`src/rtl/alu_pkg.sv`:
```
// alu_pkg: ALU func codes, MIPS opcode/funct constants and dispatcher state enum
package alu_pkg;
  localparam logic [5:0] F_ADD  = 6'h00;
  localparam logic [5:0] F_ADDU = 6'h01;
  localparam logic [5:0] F_SUB  = 6'h02;
  localparam logic [5:0] F_SUBU = 6'h03;
  localparam logic [5:0] F_MUL  = 6'h04;
  localparam logic [5:0] F_MULU = 6'h05;
  localparam logic [5:0] F_DIV  = 6'h06;
  localparam logic [5:0] F_DIVU = 6'h07;
  localparam logic [5:0] F_AND  = 6'h08;
  localparam logic [5:0] F_OR   = 6'h09;
  localparam logic [5:0] F_XOR  = 6'h10;
  localparam logic [5:0] F_NOR  = 6'h11;
  localparam logic [5:0] F_SLL  = 6'h12;
  localparam logic [5:0] F_SRA  = 6'h13;
  localparam logic [5:0] F_SRL  = 6'h14;
  localparam logic [5:0] F_IDLE = 6'h3F;
  localparam logic [5:0] OP_RTYPE = 6'h00;
  localparam logic [5:0] OP_ADDI  = 6'h08;
  localparam logic [5:0] OP_ADDIU = 6'h09;
  localparam logic [5:0] OP_ANDI  = 6'h0C;
  localparam logic [5:0] OP_ORI   = 6'h0D;
  localparam logic [5:0] OP_XORI  = 6'h0E;
  localparam logic [5:0] FN_SLL   = 6'h00;
  localparam logic [5:0] FN_SRL   = 6'h02;
  localparam logic [5:0] FN_SRA   = 6'h03;
  localparam logic [5:0] FN_MULT  = 6'h18;
  localparam logic [5:0] FN_MULTU = 6'h19;
  localparam logic [5:0] FN_DIV   = 6'h1A;
  localparam logic [5:0] FN_DIVU  = 6'h1B;
  localparam logic [5:0] FN_ADD   = 6'h20;
  localparam logic [5:0] FN_ADDU  = 6'h21;
  localparam logic [5:0] FN_SUB   = 6'h22;
  localparam logic [5:0] FN_SUBU  = 6'h23;
  localparam logic [5:0] FN_AND   = 6'h24;
  localparam logic [5:0] FN_OR    = 6'h25;
  localparam logic [5:0] FN_XOR   = 6'h26;
  localparam logic [5:0] FN_NOR   = 6'h27;
  typedef enum logic [1:0] {S_IDLE, S_EXEC, S_DONE} state_e;
endpackage

```
`src/rtl/alu_decode.sv`:
```
// alu_decode: combinational MIPS instruction decode into ALU func, operands and destination
module alu_decode
  import alu_pkg::*;
(
  input  logic [31:0] instr_i,
  input  logic [31:0] rs_val_i,
  input  logic [31:0] rt_val_i,
  output logic [5:0]  func_o,
  output logic [31:0] op_0_o,
  output logic [31:0] op_1_o,
  output logic [4:0]  dest_o,
  output logic        illegal_o,
  output logic        is_mul_o,
  output logic        is_div_o
);
  logic [5:0] opc, fn;
  logic [31:0] sext, zext, shamt;
  logic unused_rs;
  assign opc = instr_i[31:26];
  assign fn = instr_i[5:0];
  assign sext = {{16{instr_i[15]}}, instr_i[15:0]};
  assign zext = {16'b0, instr_i[15:0]};
  assign shamt = {27'b0, instr_i[10:6]};
  // rs arrives already read from the register file
  assign unused_rs = ^instr_i[25:21];
  always_comb begin
    func_o = F_IDLE;
    op_0_o = rs_val_i;
    op_1_o = rt_val_i;
    dest_o = instr_i[15:11];
    illegal_o = 1'b0;
    if (opc == OP_RTYPE) begin
      case (fn)
        FN_ADD:   func_o = F_ADD;
        FN_ADDU:  func_o = F_ADDU;
        FN_SUB:   func_o = F_SUB;
        FN_SUBU:  func_o = F_SUBU;
        FN_AND:   func_o = F_AND;
        FN_OR:    func_o = F_OR;
        FN_XOR:   func_o = F_XOR;
        FN_NOR:   func_o = F_NOR;
        FN_MULT:  func_o = F_MUL;
        FN_MULTU: func_o = F_MULU;
        FN_DIV:   func_o = F_DIV;
        FN_DIVU:  func_o = F_DIVU;
        FN_SLL:   begin func_o = F_SLL; op_0_o = rt_val_i; op_1_o = shamt; end
        FN_SRL:   begin func_o = F_SRL; op_0_o = rt_val_i; op_1_o = shamt; end
        FN_SRA:   begin func_o = F_SRA; op_0_o = rt_val_i; op_1_o = shamt; end
        default:  illegal_o = 1'b1;
      endcase
    end else begin
      dest_o = instr_i[20:16];
      case (opc)
        OP_ADDI:  begin func_o = F_ADD;  op_1_o = sext; end
        OP_ADDIU: begin func_o = F_ADDU; op_1_o = sext; end
        OP_ANDI:  begin func_o = F_AND;  op_1_o = zext; end
        OP_ORI:   begin func_o = F_OR;   op_1_o = zext; end
        OP_XORI:  begin func_o = F_XOR;  op_1_o = zext; end
        default:  illegal_o = 1'b1;
      endcase
    end
  end
  assign is_mul_o = (func_o == F_MUL) | (func_o == F_MULU);
  assign is_div_o = (func_o == F_DIV) | (func_o == F_DIVU);
endmodule

```
`src/rtl/alu_dispatch.sv`:
```
// alu_dispatch: drives the ALU for the op latency and returns its result over valid/ready; ALU_DISPATCH_PERF_EN adds perf counters
module alu_dispatch
  import alu_pkg::*;
#(
  parameter int MUL_LAT    = 2,
  parameter int DIV_LAT    = 8,
  parameter int SIMPLE_LAT = 1
) (
  input  logic        clk,
  input  logic        rst,
  input  logic        in_valid,
  output logic        in_ready,
  input  logic [31:0] instr,
  input  logic [31:0] rs_val,
  input  logic [31:0] rt_val,
  output logic [5:0]  alu_func,
  output logic [31:0] alu_op_0,
  output logic [31:0] alu_op_1,
  input  logic [31:0] alu_result,
  output logic        out_valid,
  input  logic        out_ready,
  output logic [31:0] out_result,
  output logic [4:0]  out_rd,
  output logic        out_illegal,
  output logic        out_div0
`ifdef ALU_DISPATCH_PERF_EN
  ,
  output logic [31:0] perf_ops,
  output logic [31:0] perf_stall
`endif
);
  localparam int MAX_LAT = (DIV_LAT > MUL_LAT) ? ((DIV_LAT > SIMPLE_LAT) ? DIV_LAT : SIMPLE_LAT)
                                               : ((MUL_LAT > SIMPLE_LAT) ? MUL_LAT : SIMPLE_LAT);
  localparam int CW = $clog2(MAX_LAT + 1);
  state_e state_q;
  logic [CW-1:0] cnt_q, cnt_d;
  logic [5:0] func_q;
  logic [31:0] op_0_q, op_1_q, result_q;
  logic [4:0] rd_q;
  logic illegal_q, div0_q, accept;
  logic [5:0] dec_func;
  logic [31:0] dec_op_0, dec_op_1;
  logic [4:0] dec_dest;
  logic dec_illegal, dec_is_mul, dec_is_div;
  alu_decode u_decode (
    .instr_i   (instr),
    .rs_val_i  (rs_val),
    .rt_val_i  (rt_val),
    .func_o    (dec_func),
    .op_0_o    (dec_op_0),
    .op_1_o    (dec_op_1),
    .dest_o    (dec_dest),
    .illegal_o (dec_illegal),
    .is_mul_o  (dec_is_mul),
    .is_div_o  (dec_is_div)
  );
  assign in_ready = (state_q == S_IDLE) | ((state_q == S_DONE) & out_ready);
  assign accept = in_valid & in_ready;
  assign cnt_d = dec_is_div ? CW'(DIV_LAT - 1) : dec_is_mul ? CW'(MUL_LAT - 1) : CW'(SIMPLE_LAT - 1);
  always_ff @(posedge clk or posedge rst) begin
    if (rst) begin
      state_q <= S_IDLE;
      cnt_q <= '0;
      func_q <= F_IDLE;
      op_0_q <= '0;
      op_1_q <= '0;
      result_q <= '0;
      rd_q <= '0;
      illegal_q <= 1'b0;
      div0_q <= 1'b0;
    end else if (accept) begin
      rd_q <= dec_dest;
      illegal_q <= dec_illegal;
      div0_q <= dec_is_div & (rt_val == '0);
      if (dec_illegal) begin
        state_q <= S_DONE;
        result_q <= '0;
      end else begin
        state_q <= S_EXEC;
        cnt_q <= cnt_d;
        func_q <= dec_func;
        op_0_q <= dec_op_0;
        op_1_q <= dec_op_1;
      end
    end else if (state_q == S_EXEC) begin
      if (cnt_q == '0) begin
        state_q <= S_DONE;
        result_q <= alu_result;
        func_q <= F_IDLE;
        op_0_q <= '0;
        op_1_q <= '0;
      end else begin
        cnt_q <= cnt_q - 1'b1;
      end
    end else if ((state_q == S_DONE) & out_ready) begin
      state_q <= S_IDLE;
    end
  end
  assign alu_func = func_q;
  assign alu_op_0 = op_0_q;
  assign alu_op_1 = op_1_q;
  assign out_valid = (state_q == S_DONE);
  assign out_result = result_q;
  assign out_rd = rd_q;
  assign out_illegal = illegal_q;
  assign out_div0 = div0_q;
`ifdef ALU_DISPATCH_PERF_EN
  always_ff @(posedge clk or posedge rst) begin
    if (rst) begin
      perf_ops <= '0;
      perf_stall <= '0;
    end else begin
      perf_ops <= perf_ops + 32'(accept);
      perf_stall <= perf_stall + 32'(out_valid & ~out_ready);
    end
  end
`endif
endmodule

```
`config.mk`:
```
export PLATFORM = sky130hd
export DESIGN_NAME = alu_dispatch
export DESIGN_NICKNAME = d
export VERILOG_FILES = /design/src/rtl/alu_pkg.sv /design/src/rtl/alu_decode.sv /design/src/rtl/alu_dispatch.sv
export SDC_FILE = /design/constraint.sdc
export NUM_CORES = 1
export LEC_CHECK = 0
export ABC_AREA = 1
export BUFFER_PORTS_ARGS = -buffer_cell sky130_fd_sc_hd__buf_2
export CAP_MARGIN = 20
export CORE_MARGIN = 3
export CORE_UTILIZATION = 40
export DETAILED_ROUTE_END_ITERATION = 10
export HOLD_SLACK_MARGIN = 0.12
export MAX_ROUTING_LAYER = met4
export PLACE_DENSITY = 0.69
export SLEW_MARGIN = 20
export SYNTH_ARGS = -nofsm -noshare
export SYNTH_HDL_FRONTEND = slang
export SYNTH_SLANG_ARGS = --single-unit
```
`constraint.sdc`:
```
create_clock -name clk -period 10.7 [get_ports clk]
set_input_delay 2.14 -clock clk [delete_from_list [all_inputs] [get_ports clk]]
set_output_delay 2.14 -clock clk [all_outputs]
set_load 0.02 [all_outputs]
```
# Word level (Yosys, flattened, before mapping)
# Index checks and enable logic that the tools add are counted.
[totals]
regBits = 115
input_bits = 132
output_inout_bits = 111
wordCells = 99
[op_classes]
add_sub_neg = 1
n_eq_ne = 29
n_mux = 37
bitwise = 6
reduce_logical = 17
[op_table]
columns = ["op", "count"]
rows = [
  ["$mux W32", 14],
  ["$pmux W6 S15", 1],
  ["$pmux W32 S2", 1],
  ["$eq A6 B6 Y1 const B", 8],
  ["$logic_not A32 Y1", 1],
  ["$eq A6 B4 Y1 const B", 5],
  ["$mux W6", 5],
  ["$pmux W6 S5", 1],
  ["$eq A6 B3 Y1 const B", 4],
  ["$eq A6 B5 Y1 const B", 4],
  ["$mux W4", 4],
  ["$reduce_or A15 Y1", 1],
  ["$eq A6 B2 Y1 const B", 2],
  ["$logic_not A6 Y1", 2],
  ["$mux W2", 5],
  ["$reduce_and A3 Y1", 3],
  ["$reduce_or A3 Y1", 2],
  ["$mux W5", 1],
  ["$reduce_or A5 Y1", 1],
  ["$logic_not A4 Y1", 1],
  ["$mux W1", 4],
  ["$ne A2 B2 Y1 const B", 2],
  ["$reduce_bool A2 Y1", 2],
  ["$sub A4 B1 Y4 const B", 1],
  ["11 further kinds", 15],
]

# Longest topological paths before layout
[depth]
word_depth = 9
depth_mapped = 14
ltp_nobuf = 13

# By module
# Synthesis repeated with hierarchy kept, for this count alone.
[unflattened]
cells_unflattened = 814
hier_area_um2 = 6037.0
[by_module_without_submodules]
columns = ["module", "instances", "cells_each", "area_per_inst_um2", "seq_area_each_um2"]
rows = [
  ["alu_dispatch", 1, 560, 4714.5, 2885.3],
  ["alu_decode", 1, 254, 1322.5, 0.0],
]

# Least setup slack after synthesis
# Ideal clock, no wire load.
[synth_timing]
kind = "input port to output port"
from = "input port out_ready"
to = "output port in_ready"
t_arrival_ns = 2.334
t_required_ns = 8.560
setup_slack_ns = 6.226
path_stages = 2
path_buffers = 0
cell_sequence = "nor2_2 -> nor2_4"
[synth_via]
elab_chain_cells = 2
[synth_rtl]
columns = ["element", "line", "text"]
rows = [
  ["start: declaration", "alu_dispatch.sv:21", "input logic out_ready,"],
  ["$and A1 B1 Y1", "alu_dispatch.sv:57", "assign in_ready = (state_q == S_IDLE) | ((state_q == S_DONE) & out_ready);"],
  ["$or A1 B1 Y1", "alu_dispatch.sv:57", ""],
  ["end: declaration", "alu_dispatch.sv:12", "output logic in_ready,"],
]
# No other way between the ends.

# Final worst setup path
[layout_timing]
from = "input port out_ready"
to = "register result_q[31], in the netlist out_result[31]"
[layout_via]
elab_chain_cells = 5
elab_cells_between_ends = 8
cone_classes = "eq/ne: 1; mux: 1; bitwise: 3; reduce/logical: 3"
[layout_rtl]
columns = ["element", "line", "text"]
rows = [
  ["$and A1 B1 Y1 *", "alu_dispatch.sv:57", ""],
  ["$or A1 B1 Y1 *", "alu_dispatch.sv:57", ""],
  ["$and A1 B1 Y1 *", "alu_dispatch.sv:58", "assign accept = in_valid & in_ready;"],
  ["$ne A2 B1 Y1 (no source line) or $reduce_bool A2 Y1 (tied branches)", "--", ""],
  ["$reduce_and A3 Y1 (no source line)", "--", ""],
  ["end signal: assignment", "alu_dispatch.sv:88", "result_q <= alu_result;"],
  ["end: declaration", "alu_dispatch.sv:38", "logic [31:0] op_0_q, op_1_q, result_q;"],
]
# Mark *: on every way between the ends. The rest lies on a longest branch, timed or not.
# A chain may end at the register's enable or synchronous reset.

==> results.md <==
* Vias in the first global route at 5406
* Post-route ant nets at 0
* Arrival @ worst endpoint at 5240 ps
* Worst-path maximum fanout at 45
* Clock sink count at 115
* Synthesized cell area at about 5800 µm²
* Number of synthesized flops with an enable pin at 0
* Asr flop ratio synth at 100%
* Worst min path class: flop to flop
* Total power at 1.91 mW
* Pre-antenna DRT Iters at 5
* Cell Rows at 43
* Register area share after synthesis at 49.6%
* CTS max path bufs at 2
* Synthesis-to-layout area growth at 29.5%
* Status: finished clean
* CP endpoint kind: flop
* First-pass GRT wire length at between 20000 and 30000 µm
* Final wirelength at around 18000 µm
* Synth top cells by count: nand2_1, dfrtp_1, o21ai_0
* Cell with the most instances after synthesis: nand2_1
* Adder-Cell Fraction of Synth Area at 0.215%
* H-tree depth at 4
* Crit path kind: input pin to flop
* Resize count post-CTS at 0
* Core box area at about 14000 µm²
* Syn Nets at 858
* RSZ-0062 raised after global routing: false
* Required @ worst endpoint at 11000 ps
* Slew headroom at between 30% and 40%
* Share of the synthesized area in the top cell type at 46.9%
* Layout fillers at 1393
* Crit start category: input pin
* Period utilization at 46.1%
* Routed length per instance at around 16 µm
* Worst skew pair latency at 420 ps
* Max-slew violation count at 0
* Clock root buffer: clkbuf_16
* Yosys top cell by area: dfrtp_1
* Die X at between 100 and 150 µm
* Worst IR drop on VDD at 0.000133 V
* Ys Warns at 0
* DIE HEIGHT at 127 µm
* CTS Buf Count at 17
* Port Buf Inserts at about 240
* Top cells by area, synth: dfrtp_1, nand2_1, o21ai_0
* Final setup viols at 0
* Avg Synthesized Cell Area at 8.02 µm²
* Post CTS Setup Buffer Count at 0
* Initial antenna violation count at 1
* Starting Density at 41.4%
* Vias at 5652
* Main combinational cell family by area after synthesis: simple AND/OR/NAND/NOR gates
* Layout cells sized above 1 at 33.2%
* F_max at 203 MHz
* Main flop type after synthesis: dfrtp_1
* Vias per cell at 4.96
* Top-Level Pins at 243
* Largest net degree at the start of global routing at 84
* DPL Wire Length at 12800 µm
* # hold bufs at CTS at 0
* CTS tree: yes
* Minimum clock period at 4940 ps
* GRT Resource Usage Total at 23.1%
* Compound-Gate Fraction of Synth Area at 11.8%
* Maxcap violations at 0
* Setup TNS at 0 ps
* Simple-gate share of the synthesized area at between 20 and 30%
* Power density over the cells at 253 nW/µm²
* Netlist cell types at 34
* Lkg Pwr at 4.16 nW
* Routability cong. at 0.868
* Total overflow reported by the global router at 0
* Slew @ Worst Pin at 942 ps
* Post-Syn Instances at 725
* Final nets at 1080
* Synthesized flop and latch total at 115
* DRC viols at 0
* Full die area at between 15000 and 20000 µm²
* Skew final at 10.9 ps
* Mux cell area share after synthesis at 1.38%
* Reg clk slew, reported paths at 50 ps
* DRT iter0 DRCs at between 400 and 500
* Post-synthesis xor/xnor area fraction at 0%
* Final hold violations at 0
power by group:
group | switching, mW | internal (mW) | leakage [nW]
clock | 0.197 | 0.310 | 0.250
combinational | 0.476 | 0.230 | 2.45
sequential | 0.0866 | 0.609 | 1.46
total | 0.760 | 1.15 | 4.16
area by class of cell:
cell class	instances	area, µm²	area share (%)
Sequential cell	115	2890	38.3
Multi-Input combinational cell	520	2480	32.9
Timing Repair Buffer	239	1200	15.9
Clock buffer	22	474	6.30
Tap cell	180	225	2.99
Inverter	54	205	2.72
Clock inverter	9	57.6	0.764
Antenna cell	1	2.50	0.0332
path summary, 6_finish.rpt:
| path | cells past startpoint | slack, ps | start | endpoint |
|---|---|---|---|---|
| min in group asynchronous | 2 | 1780 | rst | alu_op_0[8] |
| hold reg to reg | 2 | 470 | out_result[26] | out_result[26] |
| setup reg to reg | 13 | 7230 | state_q[1] | out_result[31] |
| setup / recovery | 13 | 5760 | out_ready | out_result[31] |
| max in group asynchronous | 3 | 7590 | rst | alu_op_1[1] |
| hold / removal | 2 | 470 | out_result[26] | out_result[26] |
registers in the layout, summed over array words and instances (netlist names):
register     cells
out_div0         1
state_q          2
alu_op_1        32
alu_func         6
out_rd           5
out_illegal      1
alu_op_0        32
out_result      32
cnt_q            4
cell usage in the layout (no fill, tap or decap), types with 8 or more instances in the layout:
cell / count
a21oi_1: 18
buf_2: 237
clkbuf_16: 17
dfrtp_1: 109
inv_1: 42
inv_2: 11
mux2i_1: 8
nand2_1: 239
nand2_2: 12
nand3_1: 48
nor2_1: 46
nor4_1: 8
o21ai_0: 51
o21ai_1: 50
logic make-up after synthesis:
family / count (synthesis)
AOI/OAI and AO/OA: 131
muxes: 8
buffers and inverters: 90
adders and majority gates: 1
and+or+nand+nor: 380
DFF: 115
critical path, cell delays in order:
cell,delay (ps)
buf_2,110
nor2_2,140
nor2_4,50
nand2_2,640
inv_2,270
nand2_1,150
inv_2,50
nand2_4,450
nand2_4,200
nor2_8,410
inv_2,370
nand2_1,160
nand2_1,70
metal layers:
layer  vias up  part of all wire (%)  track usage, %
li1       2801                     -               -
met2       215                    49            35.9
met4         0                   2.4            8.77
met5         -                     0               -
met3        28                   5.5            4.67
met1      2608                    44            30.1
metrics by stage:
step                      setup slack (ps)  utilization, %  instance area [µm²]  cells  hold WS (ps)
after detailed placement              5360            49.8                 7000   1108           459
after global placement                5300            49.8                 7000   1108           458
final                                 5760            53.6                 7530   1140           471
after floorplan                       5530               -                 5820    725           472
after global routing                  5450            53.6                 7530   1140           498
after CTS                             5780            53.6                 7530   1139           475
No activity file was read; power rests on OpenSTA's default activity.
